## config.mk

```make
export PLATFORM = sky130hd
export DESIGN_NAME = sdc_cmd_controller
export DESIGN_NICKNAME = d
export VERILOG_FILES = /design/src/rtl/sdc_cmd_controller.sv
export SDC_FILE = /design/constraint.sdc
export NUM_CORES = 1
export LEC_CHECK = 0
export ABC_AREA = 1
export CAP_MARGIN = 20
export CORE_ASPECT_RATIO = 2
export CORE_MARGIN = 5
export CORE_UTILIZATION = 50
export CTS_CLUSTER_DIAMETER = 40
export CTS_CLUSTER_SIZE = 8
export DETAILED_ROUTE_END_ITERATION = 12
export PLACE_DENSITY = 0.88
export SETUP_SLACK_MARGIN = 0.3
export SLEW_MARGIN = 0
export SYNTH_ARGS = -nofsm -noshare
export SYNTH_HDL_FRONTEND = slang
export SYNTH_SLANG_ARGS = --single-unit
```

## constraint.sdc

```tcl
create_clock -name clock -period 7.95 [get_ports clock]
set_input_delay 0.795 -clock clock [delete_from_list [all_inputs] [get_ports clock]]
set_output_delay 0.795 -clock clock [all_outputs]
set_load 0.01 [all_outputs]
```

## src/rtl/sdc_cmd_controller.sv

```systemverilog
// SD command-phase sequencer: builds and serialises a 48-bit command frame,
// then optionally captures a 48-bit response through the external shift register.
module sdc_cmd_controller #(
    parameter int unsigned RESP_TIMEOUT = 64
) (
    input  logic        clock,
    input  logic        reset,
    input  logic        start,
    input  logic [5:0]  cmd_index,
    input  logic [31:0] cmd_arg,
    input  logic        resp_expected,
    output logic        busy,
    output logic        done,
    output logic [47:0] resp_data,
    output logic        resp_timeout,
    output logic        resp_crc_err,
    output logic        resp_end_err,
    output logic        sr_load,
    output logic        sr_shift,
    output logic [47:0] sr_data_p,
    output logic        sr_data_s,
    input  logic [47:0] sr_data,
    output logic        sdc_cmd_out,
    output logic        sdc_cmd_oe,
    input  logic        sdc_cmd_in
);

    localparam int unsigned CNT_W  = 6;
    localparam int unsigned WAIT_W = 8;
    localparam logic [CNT_W-1:0]  LAST_BIT  = CNT_W'(47);
    localparam logic [WAIT_W-1:0] WAIT_LAST = WAIT_W'(RESP_TIMEOUT - 1);

    localparam logic [2:0] ST_IDLE = 3'd0;
    localparam logic [2:0] ST_TX   = 3'd1;
    localparam logic [2:0] ST_WAIT = 3'd2;
    localparam logic [2:0] ST_RX   = 3'd3;
    localparam logic [2:0] ST_DONE = 3'd4;

    // CRC7 (x^7 + x^3 + 1, init 0) over 40 bits, MSB first
    function automatic logic [6:0] crc7(input logic [39:0] d);
        logic [6:0] c;
        logic       fb;
        c = '0;
        for (int i = 39; i >= 0; i--) begin
            fb = c[6] ^ d[i];
            c  = {c[5:0], 1'b0};
            if (fb) c = c ^ 7'h09;
        end
        return c;
    endfunction

    logic [2:0]        state, state_nxt;
    logic [CNT_W-1:0]  bit_cnt, bit_cnt_nxt;
    logic [WAIT_W-1:0] wait_cnt, wait_cnt_nxt;
    logic              resp_exp_q, resp_exp_nxt;
    logic              timeout_q, timeout_nxt;
    logic              done_nxt;
    logic [47:0]       resp_data_nxt;
    logic              resp_timeout_nxt, resp_crc_err_nxt, resp_end_err_nxt;
    logic [39:0]       cmd_head;

    assign cmd_head  = {2'b01, cmd_index, cmd_arg};
    assign sr_data_p = {cmd_head, crc7(cmd_head), 1'b1};
    assign busy      = (state != ST_IDLE);

    always_ff @(posedge clock or negedge reset) begin
        if (!reset) begin
            state        <= ST_IDLE;
            bit_cnt      <= '0;
            wait_cnt     <= '0;
            resp_exp_q   <= 1'b0;
            timeout_q    <= 1'b0;
            done         <= 1'b0;
            resp_data    <= '0;
            resp_timeout <= 1'b0;
            resp_crc_err <= 1'b0;
            resp_end_err <= 1'b0;
        end else begin
            state        <= state_nxt;
            bit_cnt      <= bit_cnt_nxt;
            wait_cnt     <= wait_cnt_nxt;
            resp_exp_q   <= resp_exp_nxt;
            timeout_q    <= timeout_nxt;
            done         <= done_nxt;
            resp_data    <= resp_data_nxt;
            resp_timeout <= resp_timeout_nxt;
            resp_crc_err <= resp_crc_err_nxt;
            resp_end_err <= resp_end_err_nxt;
        end
    end

    always_comb begin
        state_nxt        = state;
        bit_cnt_nxt      = bit_cnt;
        wait_cnt_nxt     = wait_cnt;
        resp_exp_nxt     = resp_exp_q;
        timeout_nxt      = timeout_q;
        done_nxt         = 1'b0;
        resp_data_nxt    = resp_data;
        resp_timeout_nxt = resp_timeout;
        resp_crc_err_nxt = resp_crc_err;
        resp_end_err_nxt = resp_end_err;
        sr_load          = 1'b0;
        sr_shift         = 1'b0;
        sr_data_s        = 1'b1;
        sdc_cmd_out      = 1'b1;
        sdc_cmd_oe       = 1'b0;

        case (state)
            ST_IDLE: begin
                sr_load = start;
                if (start) begin
                    state_nxt    = ST_TX;
                    bit_cnt_nxt  = '0;
                    wait_cnt_nxt = '0;
                    resp_exp_nxt = resp_expected;
                    timeout_nxt  = 1'b0;
                end
            end
            ST_TX: begin
                sdc_cmd_oe  = 1'b1;
                sdc_cmd_out = sr_data[47];
                sr_shift    = 1'b1;
                if (bit_cnt == LAST_BIT) begin
                    bit_cnt_nxt = '0;
                    state_nxt   = resp_exp_q ? ST_WAIT : ST_DONE;
                end else begin
                    bit_cnt_nxt = bit_cnt + CNT_W'(1);
                end
            end
            ST_WAIT: begin
                wait_cnt_nxt = wait_cnt + WAIT_W'(1);
                // A start bit seen on the last allowed cycle still wins over timeout
                if (!sdc_cmd_in) begin
                    sr_shift    = 1'b1;
                    sr_data_s   = 1'b0;
                    bit_cnt_nxt = CNT_W'(1);
                    state_nxt   = ST_RX;
                end else if (wait_cnt == WAIT_LAST) begin
                    timeout_nxt = 1'b1;
                    state_nxt   = ST_DONE;
                end
            end
            ST_RX: begin
                sr_shift  = 1'b1;
                sr_data_s = sdc_cmd_in;
                if (bit_cnt == LAST_BIT) begin
                    bit_cnt_nxt = '0;
                    state_nxt   = ST_DONE;
                end else begin
                    bit_cnt_nxt = bit_cnt + CNT_W'(1);
                end
            end
            ST_DONE: begin
                done_nxt         = 1'b1;
                state_nxt        = ST_IDLE;
                resp_timeout_nxt = timeout_q;
                if (resp_exp_q && !timeout_q) begin
                    resp_data_nxt    = sr_data;
                    resp_crc_err_nxt = (crc7(sr_data[47:8]) != sr_data[7:1]);
                    resp_end_err_nxt = !sr_data[0];
                end else begin
                    resp_data_nxt    = '0;
                    resp_crc_err_nxt = 1'b0;
                    resp_end_err_nxt = 1'b0;
                end
            end
            default: state_nxt = ST_IDLE;
        endcase
    end

endmodule
```

==> summary.md, run 1 <==
| Metric | Value |
|---|---|
| CTS tree | `built` |
| Pwr/cell area | `284 mW/mm^2` |
| Max cap viols | `0` |
| Slew Limit Fails | `0` |
| Postcts setup bufs | `0` |
| # placed instances | `1126` |
| Main area contributors after synthesis | `dfrtp_1 32%, nand2_1 21%, nand3_1 7.9%, inv_1 7.4%, o21ai_0 5.6%` |
| CP required | `7150 ps` |
| Die H | `160 microns` |
| Status | `complete, no violations` |
| Count leader, synth | `nand2_1` |
| Area of the multi-input gates | `0.00306 sq mm` |
| I/O pin count | `197` |
| Vias in the first global route | `5828` |
| Clk pin slew, worst setup/hold paths | `50 ps` |
| Final core occ | `70.0%` |
| Adder-Cell Fraction of Synth Area | `0.446%` |
| CP max FO | `3` |
| Mapped Cells | `840` |
| Final hold viol count | `0` |
| Antenna violations before repair | `0` |
| Cells on worst reg2reg path | `7` |
| Min-Delay Endpoint | `resp_end_err` |
| Vias per cell | `5.01` |
| CTS H-tree depth | `3` |
| Critical Path, Cell by Cell | `clkdlybuf4s50_1 > inv_1 > nand2_1 > nand2_4 > xor2_2 > xnor2_1 > xnor2_2 > xor2_1 > xor2_1 > nand2_1 > nand2_1 > inv_2 > nand2_1 > nand2_1 > inv_1 > nand2_1 > nand2_1 > nand2_1 > nand2_1 > nand2_1 > nand2_1 > clkdlybuf4s50_1` |
| Port bufs | `193` |
| Share of cells above drive strength 1 | `6.09%` |
| Hold Path Class | `flop to flop` |
| Final setup fails | `0` |
| Worst R2R End | `resp_data[0]` |
| Hold-fix buffers at CTS | `0` |
| Drt total wl | `16600 microns` |
| #FFs+latches synth | `71` |
| Post-Synth Simple-Gate Area | `34.4%` |
| Worst skew pair latency | `330 ps` |
| Starting Density | `51.2%` |
| Fill cells | `910` |
| Slack of the worst reg-to-reg path | `5900 ps` |
| Global route total overflow | `0` |
| Die width | `84.9 microns` |
| # nets final | `1090` |
| Top cell type's share of synthesized area | `31.7%` |
| Synth warnings | `0` |
| Startpoint Class | `input pin` |
| Worst r2r src | `state[1]` |
| Post-synthesis compound-gate area fraction | `7.87%` |
| Post-synthesis xor/xnor area fraction | `11.6%` |
| Non-Filler Instances | `1142` |
| CTS root buf | `clkbuf_16` |
| CP peak stage delay | `560 ps` |
| Largest net degree at the start of global routing | `72` |
| Fin crit period | `4960 ps` |
| Largest family of logic cells by synthesized area | `simple AND/OR/NAND/NOR gates` |
| Vias | `5719` |
| Worst path slowest cell | `clkdlybuf4s50_1` |
| Asr flop ratio synth | `100%` |
| Max_slew headroom | `37.7%` |
| # diodes | `0` |
| Min-Delay Startpoint | `resp_end_err` |
| Post_cts resized | `0` |
| Drt first pass iters | `5` |
| Avg Synthesized Cell Area | `6.68 sq um` |
| Critical path type | `input pin to primary output` |
| Setup TNS | `0 ps` |
| Core area | `0.0109 sq mm` |
| Register area share after synthesis | `31.7%` |
| Number of flops mapped to enable cells by yosys | `0` |
| Worst Hold Depth | `2` |
| Iter 0 DRT Violations | `219` |
| GR Util All Layers | `24.9%` |
| # rows | `54` |
| Peak VDD IR | `0.603 mV` |
| Routability congestion estimate | `0.877` |
| Critical Path AT | `4160 ps` |
| Synthesized cell area | `0.00561 sq mm` |
| Actual slew at the worst max-slew pin | `935 ps` |
| Library cells used by synthesis | `33` |
| Storage cell area | `0.00178 sq mm` |
| WL/cell | `14.6 microns` |
| CP endpoint kind | `primary output` |
| Post-synthesis mux area share | `0%` |
| CTS sink cnt | `71` |
| Pleak | `3.83 nW` |
| Final Skew | `6.38 ps` |
| Detail Route Antenna Nets | `0` |
| Main synth FF type | `dfrtp_1` |
| Total DRC errors in the routed layout | `0` |
| F_max | `0.202 GHz` |
| Worst path most repeated cell | `nand2_1` |
| Post-synth top cells | `319 x nand2_1, 110 x inv_1, 89 x nand3_1` |
| Area Growth Syn to Fin | `36.7%` |
| Clk buf depth | `2` |
| First-pass GRT wire length | `27100 microns` |
| RSZ-0062 raised after global routing | `false` |
| Synth area leader | `dfrtp_1` |
| Die area | `0.0136 sq mm` |
| Hpwl dp | `13800 microns` |
| Tcrit/Tclk final | `62.3%` |
| CTS Buf Count | `9` |
## per-stage QoR
stage                     setup WS, ps  hold slack (ps)  power [mW]  area, sq um
after floorplan                   4190              464        1.35         5610
after global placement            3120              462        1.78         7390
after detailed placement          2980              473        1.83         7390
after CTS                         2980              487        2.20         7670
after global routing              2650              505        2.37         7670
final                             2990              486        2.18         7670
## logic make-up (layout without fill, tap and decap cells)
group / Yosys count / in the layout
AND/OR/NAND/NOR: 461 / 461
AO/OA/AOI/OAI: 82 / 82
flip-flops: 71 / 71
XOR/XNOR: 56 / 56
adder cells (fa/ha/maj): 2 / 2
buffers and inverters: 166 / 327
other: 2 / 3
## sequential cells by signal, summed over array words and instances (netlist names)
| name | count |
|---|---|
| bit_cnt | 6 |
| done | 1 |
| resp_crc_err | 1 |
| resp_data | 48 |
| resp_end_err | 1 |
| resp_exp_q | 1 |
| resp_timeout | 1 |
| state | 3 |
| timeout_q | 1 |
| wait_cnt | 8 |
## critical path, delay by kind of cell
family / cells / cell delay [ps]
xor+xnor: 5 / 1180
buf+inv: 5 / 1270
simple gates: 12 / 900
## where the power goes
part           switching (mW)  internal, mW
registers            0.000185         0.363
logic                   0.786         0.660
clock network           0.160         0.211
## layout make-up
type / instances / area share (%)
multi-input cells: 604 / 39.9
well taps: 140 / 2.28
clock buffers: 9 / 2.94
clock inverters: 7 / 0.637
inverters: 115 / 5.63
flip-flops and latches: 71 / 23.2
repair buffers: 196 / 25.4
## layout by cell type (no fill, tap or decap), types with 4 or more instances in the layout
cell and count:
xnor2_2 12, xor2_2 7, a21oi_1 7, clkbuf_16 9
xnor2_1 17, xor2_1 19, nor2_1 22, nand2_1 319
a22o_1 4, inv_2 5, nand4_1 4, dfrtp_1 71
or2_1 4, o21ai_0 63, inv_1 110, clkdlybuf4s50_1 192
nand3_1 89, nand2_2 11, nand3b_1 4
## worst max path at each step
stage	start	to	slack (ps)	cells after the start
finish	cmd_index[1]	sr_data_p[4]	2990	22
global route	cmd_index[3]	sr_data_p[4]	2650	19
CTS	cmd_index[3]	sr_data_p[4]	2980	21
detailed placement	cmd_index[3]	sr_data_p[4]	2980	21
global placement	cmd_index[3]	sr_data_p[4]	3120	18
floorplan	cmd_arg[31]	sr_data_p[4]	4190	17
## metal layers
metal / up-vias / share of wire (%) / wire, microns / track usage, %
li1: 2893 / - / - / -
met5: - / 0 / 0 / 0
met4: 0 / 5.0 / 824 / 13.5
met3: 48 / 4.7 / 776 / 3.82
met1: 2610 / 34 / 5690 / 24.2
met2: 168 / 56 / 9350 / 48.4
Power figures use the tool's default switching activity.
==> inputs of run 2 (changes only) <==
- CORE_UTILIZATION: 50 -> 42
- PLACE_DENSITY: 0.88 -> 0.78
- clock period: 7.95 -> 4.1 ns (I/O delays scaled with it)
==> summary.md, run 2 (synthesis results as in run 1) <==
| Metric | Value |
|---|---|
| Vias | `5751` |
| CTS H-tree depth | `3` |
| Pleak | `4.05 nW` |
| Commonest cells after routing, fill and taps aside | `316 x nand2_1, 174 x clkdlybuf4s50_1, 109 x inv_1, 89 x nand3_1, 71 x dfrtp_1` |
| Startpoint Class | `input pin` |
| Drt total wl | `17200 microns` |
| Fin area | `0.00802 sq mm` |
| Share of cells above drive strength 1 | `9.33%` |
| WL/cell | `14.6 microns` |
| Clk pin slew, worst setup/hold paths | `70 ps` |
| Delay-heaviest family, CP | `buffers and inverters` |
| Area Growth Syn to Fin | `43.0%` |
| Iter 0 DRT Violations | `181` |
| Port bufs | `193` |
| Worst r2r src | `state[1]` |
| Peak VDD IR | `0.307 mV` |
| Die width | `91.7 microns` |
| Total DRC errors in the routed layout | `0` |
| Die area | `0.0159 sq mm` |
| Storage cell area | `0.00178 sq mm` |
| Status | `complete, no violations` |
| Antenna violations before repair | `1` |
| Reg with most FFs | `resp_data` |
| Comb power frac | `66.2%` |
| Critical Path, Cell by Cell | `dlymetal6s2s_1 > nand2_1 > inv_2 > nor2_4 > xor2_2 > buf_4 > xnor2_2 > xnor2_1 > buf_4 > xnor2_1 > xor2_1 > buf_4 > inv_1 > nand2_1 > nand2_2 > xor2_2 > buf_4 > nand2_2 > nand2_1 > nand2_2 > nand2_2 > dlygate4sd2_1` |
| Sw power | `1.92 mW` |
| Hold Path Class | `input pin to asynchronous set/reset pin` |
| Vias per cell | `4.91` |
| Hold WS | `468 ps` |
| Tcrit/Tclk final | `88.1%` |
| First-pass GRT wire length | `27400 microns` |
| Slew Limit Fails | `0` |
| Placed Area | `0.00743 sq mm` |
| Actual slew at the worst max-slew pin | `1030 ps` |
| Die H | `173 microns` |
| Fin crit period | `3610 ps` |
| Largest net degree at the start of global routing | `53` |
| CTS sink cnt | `71` |
| Starting Density | `42.9%` |
| P_int | `2.41 mW` |
| Critical path type | `input pin to primary output` |
| Pwr/cell area | `539 mW/mm^2` |
| GR Util All Layers | `21.4%` |
| I/O pin count | `197` |
| Area of the multi-input gates | `0.00324 sq mm` |
| Cells on worst reg2reg path | `7` |
| CP max FO | `3` |
| Detail Route Antenna Nets | `0` |
| Critical Path AT | `3200 ps` |
| Clk buf depth | `2` |
| CP peak stage delay | `280 ps` |
| Hpwl dp | `14000 microns` |
| CTS root buf | `clkbuf_16` |
| CP required | `3690 ps` |
| Final hold viol count | `0` |
| Slack of the worst reg-to-reg path | `1700 ps` |
| Number of flip-flops in the largest register | `48` |
| Clk network pwr share | `17.5%` |
| Switching Share | `44.3%` |
| Worst skew pair latency | `330 ps` |
| Flop pwr share | `16.3%` |
| Max_slew headroom | `31.2%` |
| CTS Buf Count | `9` |
| Drt first pass iters | `4` |
| RSZ-0062 raised after global routing | `false` |
| Commonest non-fill, non-tap cell in the layout | `nand2_1` |
| F_max | `0.277 GHz` |
| Global route total overflow | `0` |
| CTS tree | `built` |
| Max cap viols | `0` |
| Worst path slowest cell | `dlygate4sd2_1` |
| Vias in the first global route | `5720` |
| Fill cells | `1167` |
| Core area | `0.0131 sq mm` |
| Top Registers | `resp_data x48, wait_cnt x8, bit_cnt x6` |
| CP endpoint kind | `primary output` |
| Worst R2R End | `resp_data[22]` |
| Final setup fails | `0` |
| Setup TNS | `0 ps` |
| Routability congestion estimate | `0.892` |
| Final Skew | `9.97 ps` |
| # nets final | `1106` |
| Worst Path Buf+Inv | `8` |
| # rows | `59` |
-- run 2: cell count changes in the layout (fill, tap and decap cells not counted), sizes merged --
| cell | change |
|---|---|
| clkdlybuf4s50 | -18 |
| buf | +15 |
| dlygate4sd3 | +1 |
| dlymetal6s2s | +8 |
| clkbuf | +4 |
| diode | +2 |
| dlygate4sd2 | +6 |
| inv | +3 |
| clkinvlp | +2 |
| clkinv | -5 |
-- run 2: final cells by class --
| class | instances | share of cell area [%] |
|---|---|---|
| well taps | 152 | 2.37 |
| inverters | 115 | 5.38 |
| clock buffers | 9 | 2.81 |
| repair buffers | 212 | 26.1 |
| diodes | 2 | 0.0624 |
| clock inverters | 7 | 0.780 |
| multi-input cells | 604 | 40.4 |
| flip-flops and latches | 71 | 22.2 |
-- run 2: repair_timing --
item | in CTS | in global routing
buffers inserted | 5 | 6
pin swaps | 16 | 19
endpoints found under the setup margin | 7 | 7
hold buffers | 0 | 1
endpoints found under the hold margin | 0 | 6
gates resized for setup | 16 | 32
-- run 2: metal layers --
layer / track usage [%] / wire length (microns) / vias to the layer above / share of wire, %
met5: 0 / 0 / - / 0
met4: 10.3 / 677 / 0 / 3.9
met3: 2.82 / 645 / 37 / 3.8
met2: 41.7 / 9670 / 156 / 56
met1: 21.6 / 6160 / 2644 / 36
li1: - / - / 2914 / -
-- run 2: how the worst max path moves through the flow --
stage | start | endpoint | depth (start not counted)
6_report | cmd_arg[31] | sr_data_p[2] | 22
5_1_grt | cmd_arg[30] | sr_data_p[2] | 19
4_1_cts | cmd_arg[31] | sr_data_p[5] | 21
3_5_place_dp | cmd_index[3] | sr_data_p[5] | 18
3_3_place_gp | cmd_index[2] | sr_data_p[4] | 17
2_1_floorplan | cmd_arg[31] | sr_data_p[4] | 17
-- run 2: worst reg2reg max path: cells and delay by family (launching register included) --
kind | cells | cell delay (ps)
and+or+nand+nor | 3 | 1000
buffers and inverters | 3 | 630
AOI/OAI and AO/OA | 1 | 230
DFF | 1 | 420
-- run 2: power groups by stage --
stage / registers, mW / clock network, mW / logic [mW]
5_1_grt: 0.704 / 0.806 / 3.20
4_1_cts: 0.704 / 0.781 / 2.82
2_1_floorplan: 0.718 / 0 / 1.90
3_5_place_dp: 0.718 / 0 / 2.80
6_report: 0.704 / 0.758 / 2.86
3_3_place_gp: 0.718 / 0 / 2.75
-- run 2: metrics by stage --
stage,util (%),power [mW],worst slack (ps),instances
final,61.4,4.32,488,1172
after global routing,61.4,4.71,269,1171
after CTS,59.8,4.31,88.2,1162
after detailed placement,56.9,3.52,-126,1141
after global placement,56.9,3.47,-4.07,1141
after floorplan,-,2.62,1110,841
==> inputs of run 3 (changes only) <==
- CAP_MARGIN: 20 -> default
==> summary.md, run 3 (synthesis results as in run 1) <==
| Metric | Value |
|---|---|
| Share of cells above drive strength 1 | `9.25%` |
| Routability congestion estimate | `0.892` |
| Top Registers | `resp_data x48, wait_cnt x8, bit_cnt x6` |
| CTS sink cnt | `71` |
| Max cap viols | `0` |
| Tcrit/Tclk final | `88.1%` |
| WL/cell | `14.6 microns` |
| Hold Path Class | `input pin to asynchronous set/reset pin` |
| Number of flip-flops in the largest register | `48` |
| I/O pin count | `197` |
| Final Skew | `9.30 ps` |
| Hpwl dp | `14000 microns` |
| Pre-CTS setup slack | `-126 ps` |
| Clk buf depth | `2` |
| Final hold viol count | `0` |
| CP max FO | `3` |
| CP peak stage delay | `280 ps` |
| F_max | `0.277 GHz` |
| Reg with most FFs | `resp_data` |
| Global route total overflow | `0` |
| Critical Path, Cell by Cell | `dlygate4sd2_1 > xnor2_2 > xor2_4 > xnor2_2 > xor2_1 > buf_4 > xnor2_1 > xor2_1 > buf_4 > inv_1 > nand2_1 > nand2_2 > xor2_2 > buf_4 > nand2_2 > nand2_1 > nand2_2 > nand2_2 > dlygate4sd2_1` |
| Actual slew at the worst max-slew pin | `1100 ps` |
| CTS H-tree depth | `3` |
| Peak VDD IR | `0.307 mV` |
| CP endpoint kind | `primary output` |
| CTS Buf Count | `9` |
| Vias | `5726` |
| # nets final | `1104` |
| RSZ-0062 raised after global routing | `false` |
| Commonest non-fill, non-tap cell in the layout | `nand2_1` |
| Final worst setup slack | `487 ps` |
| Largest net degree at the start of global routing | `53` |
| Total DRC errors in the routed layout | `0` |
| Clk pin slew, worst setup/hold paths | `70 ps` |
| Die H | `173 microns` |
| Port bufs | `193` |
| Slew Limit Fails | `0` |
| First-pass GRT wire length | `27400 microns` |
| # rows | `59` |
| Setup TNS | `0 ps` |
| Critical path type | `input pin to primary output` |
| Starting Density | `42.9%` |
| Hold WS | `268 ps` |
| Worst skew pair latency | `330 ps` |
| Die width | `91.7 microns` |
| Max_slew headroom | `26.4%` |
| Commonest cells after routing, fill and taps aside | `316 x nand2_1, 174 x clkdlybuf4s50_1, 109 x inv_1, 89 x nand3_1, 71 x dfrtp_1` |
| Drt total wl | `17100 microns` |
| Core area | `0.0131 sq mm` |
| Hold-fix buffers at CTS | `0` |
| Detail Route Antenna Nets | `0` |
| Antenna violations before repair | `1` |
| Iter 0 DRT Violations | `185` |
| Pwr/cell area | `541 mW/mm^2` |
| Fin crit period | `3610 ps` |
| GR Util All Layers | `21.4%` |
| Status | `complete, no violations` |
| CP required | `3690 ps` |
| Vias in the first global route | `5720` |
| Pleak | `4.04 nW` |
| Final setup fails | `0` |
| Critical Path AT | `3200 ps` |
| CTS tree | `built` |
| Worst path most repeated cell | `nand2_2` |
| Die area | `0.0159 sq mm` |
| Startpoint Class | `input pin` |
| Drt first pass iters | `4` |
| Vias per cell | `4.89` |
| CTS root buf | `clkbuf_16` |
| Area Growth Syn to Fin | `42.4%` |
| Worst path slowest cell | `dlygate4sd2_1` |
run 3: changes by cell type in the layout (fill, tap and decap cells not counted):
| cell | previous run | this run |
|---|---|---|
| buf_12 | 2 | 1 |
| dlygate4sd3_1 | 1 | 0 |
run 3: through the flow:
step	instance area, sq um	power [mW]	instances	utilization [%]
4_1_cts	7820	4.31	1162	59.8
3_5_place_dp	7430	3.52	1141	56.9
2_1_floorplan	5610	2.62	841	-
3_3_place_gp	7430	3.47	1141	56.9
6_report	7990	4.32	1170	61.2
5_1_grt	7990	4.70	1169	61.1
run 3: routing by layer:
metal / track usage (%) / share of wire, % / wire length, microns / vias up
li1: - / - / - / 2910
met1: 21.6 / 36 / 6220 / 2632
met2: 41.7 / 56 / 9600 / 141
met3: 2.82 / 3.4 / 574 / 43
met4: 10.3 / 4.2 / 721 / 0
met5: 0 / 0 / 0 / -
run 3: report_power, final:
group,internal (mW),total [mW],switching (mW)
clock network,0.422,0.758,0.336
logic,1.28,2.86,1.58
registers,0.704,0.704,0.000418
total,2.41,4.32,1.92
run 3: worst paths after layout:
kind / from / end / slack (ps) / depth (start not counted)
setup / recovery: cmd_arg[30] / sr_data_p[2] / 490 / 19
hold / removal: reset / bit_cnt[5] / 270 / 1
setup reg to reg: state[1] / resp_data[22] / 1690 / 7
hold reg to reg: resp_timeout / resp_timeout / 480 / 2
max in group asynchronous: reset / resp_data[22] / 2870 / 2
min in group clock: resp_timeout / resp_timeout / 480 / 2
run 3: timing repair:
| item | CTS | global route |
|---|---|---|
| gates resized for setup | 16 | 32 |
| buffers inserted | 5 | 6 |
| cloned | 0 | 0 |
| hold endpoints to repair | 0 | 0 |
| pin swaps | 16 | 19 |
| endpoints found under the setup margin | 7 | 7 |
run 3: area by class of cell:
| class | count | area [sq um] |
|---|---|---|
| fillers | 1171 | 5080 |
| clock buffers | 9 | 225 |
| well taps | 152 | 190 |
| multi-input cells | 604 | 3240 |
| repair buffers | 210 | 2060 |
| inverters | 115 | 432 |
| clock inverters | 7 | 62.6 |
| diodes | 2 | 5.00 |
| flip-flops and latches | 71 | 1780 |
run 3: critical path, delay by kind of cell:
kind / cells / cell delay (ps)
and+or+nand+nor: 6 / 410
xor gates and xnor gates: 7 / 1340
buffers and inverters: 6 / 1050
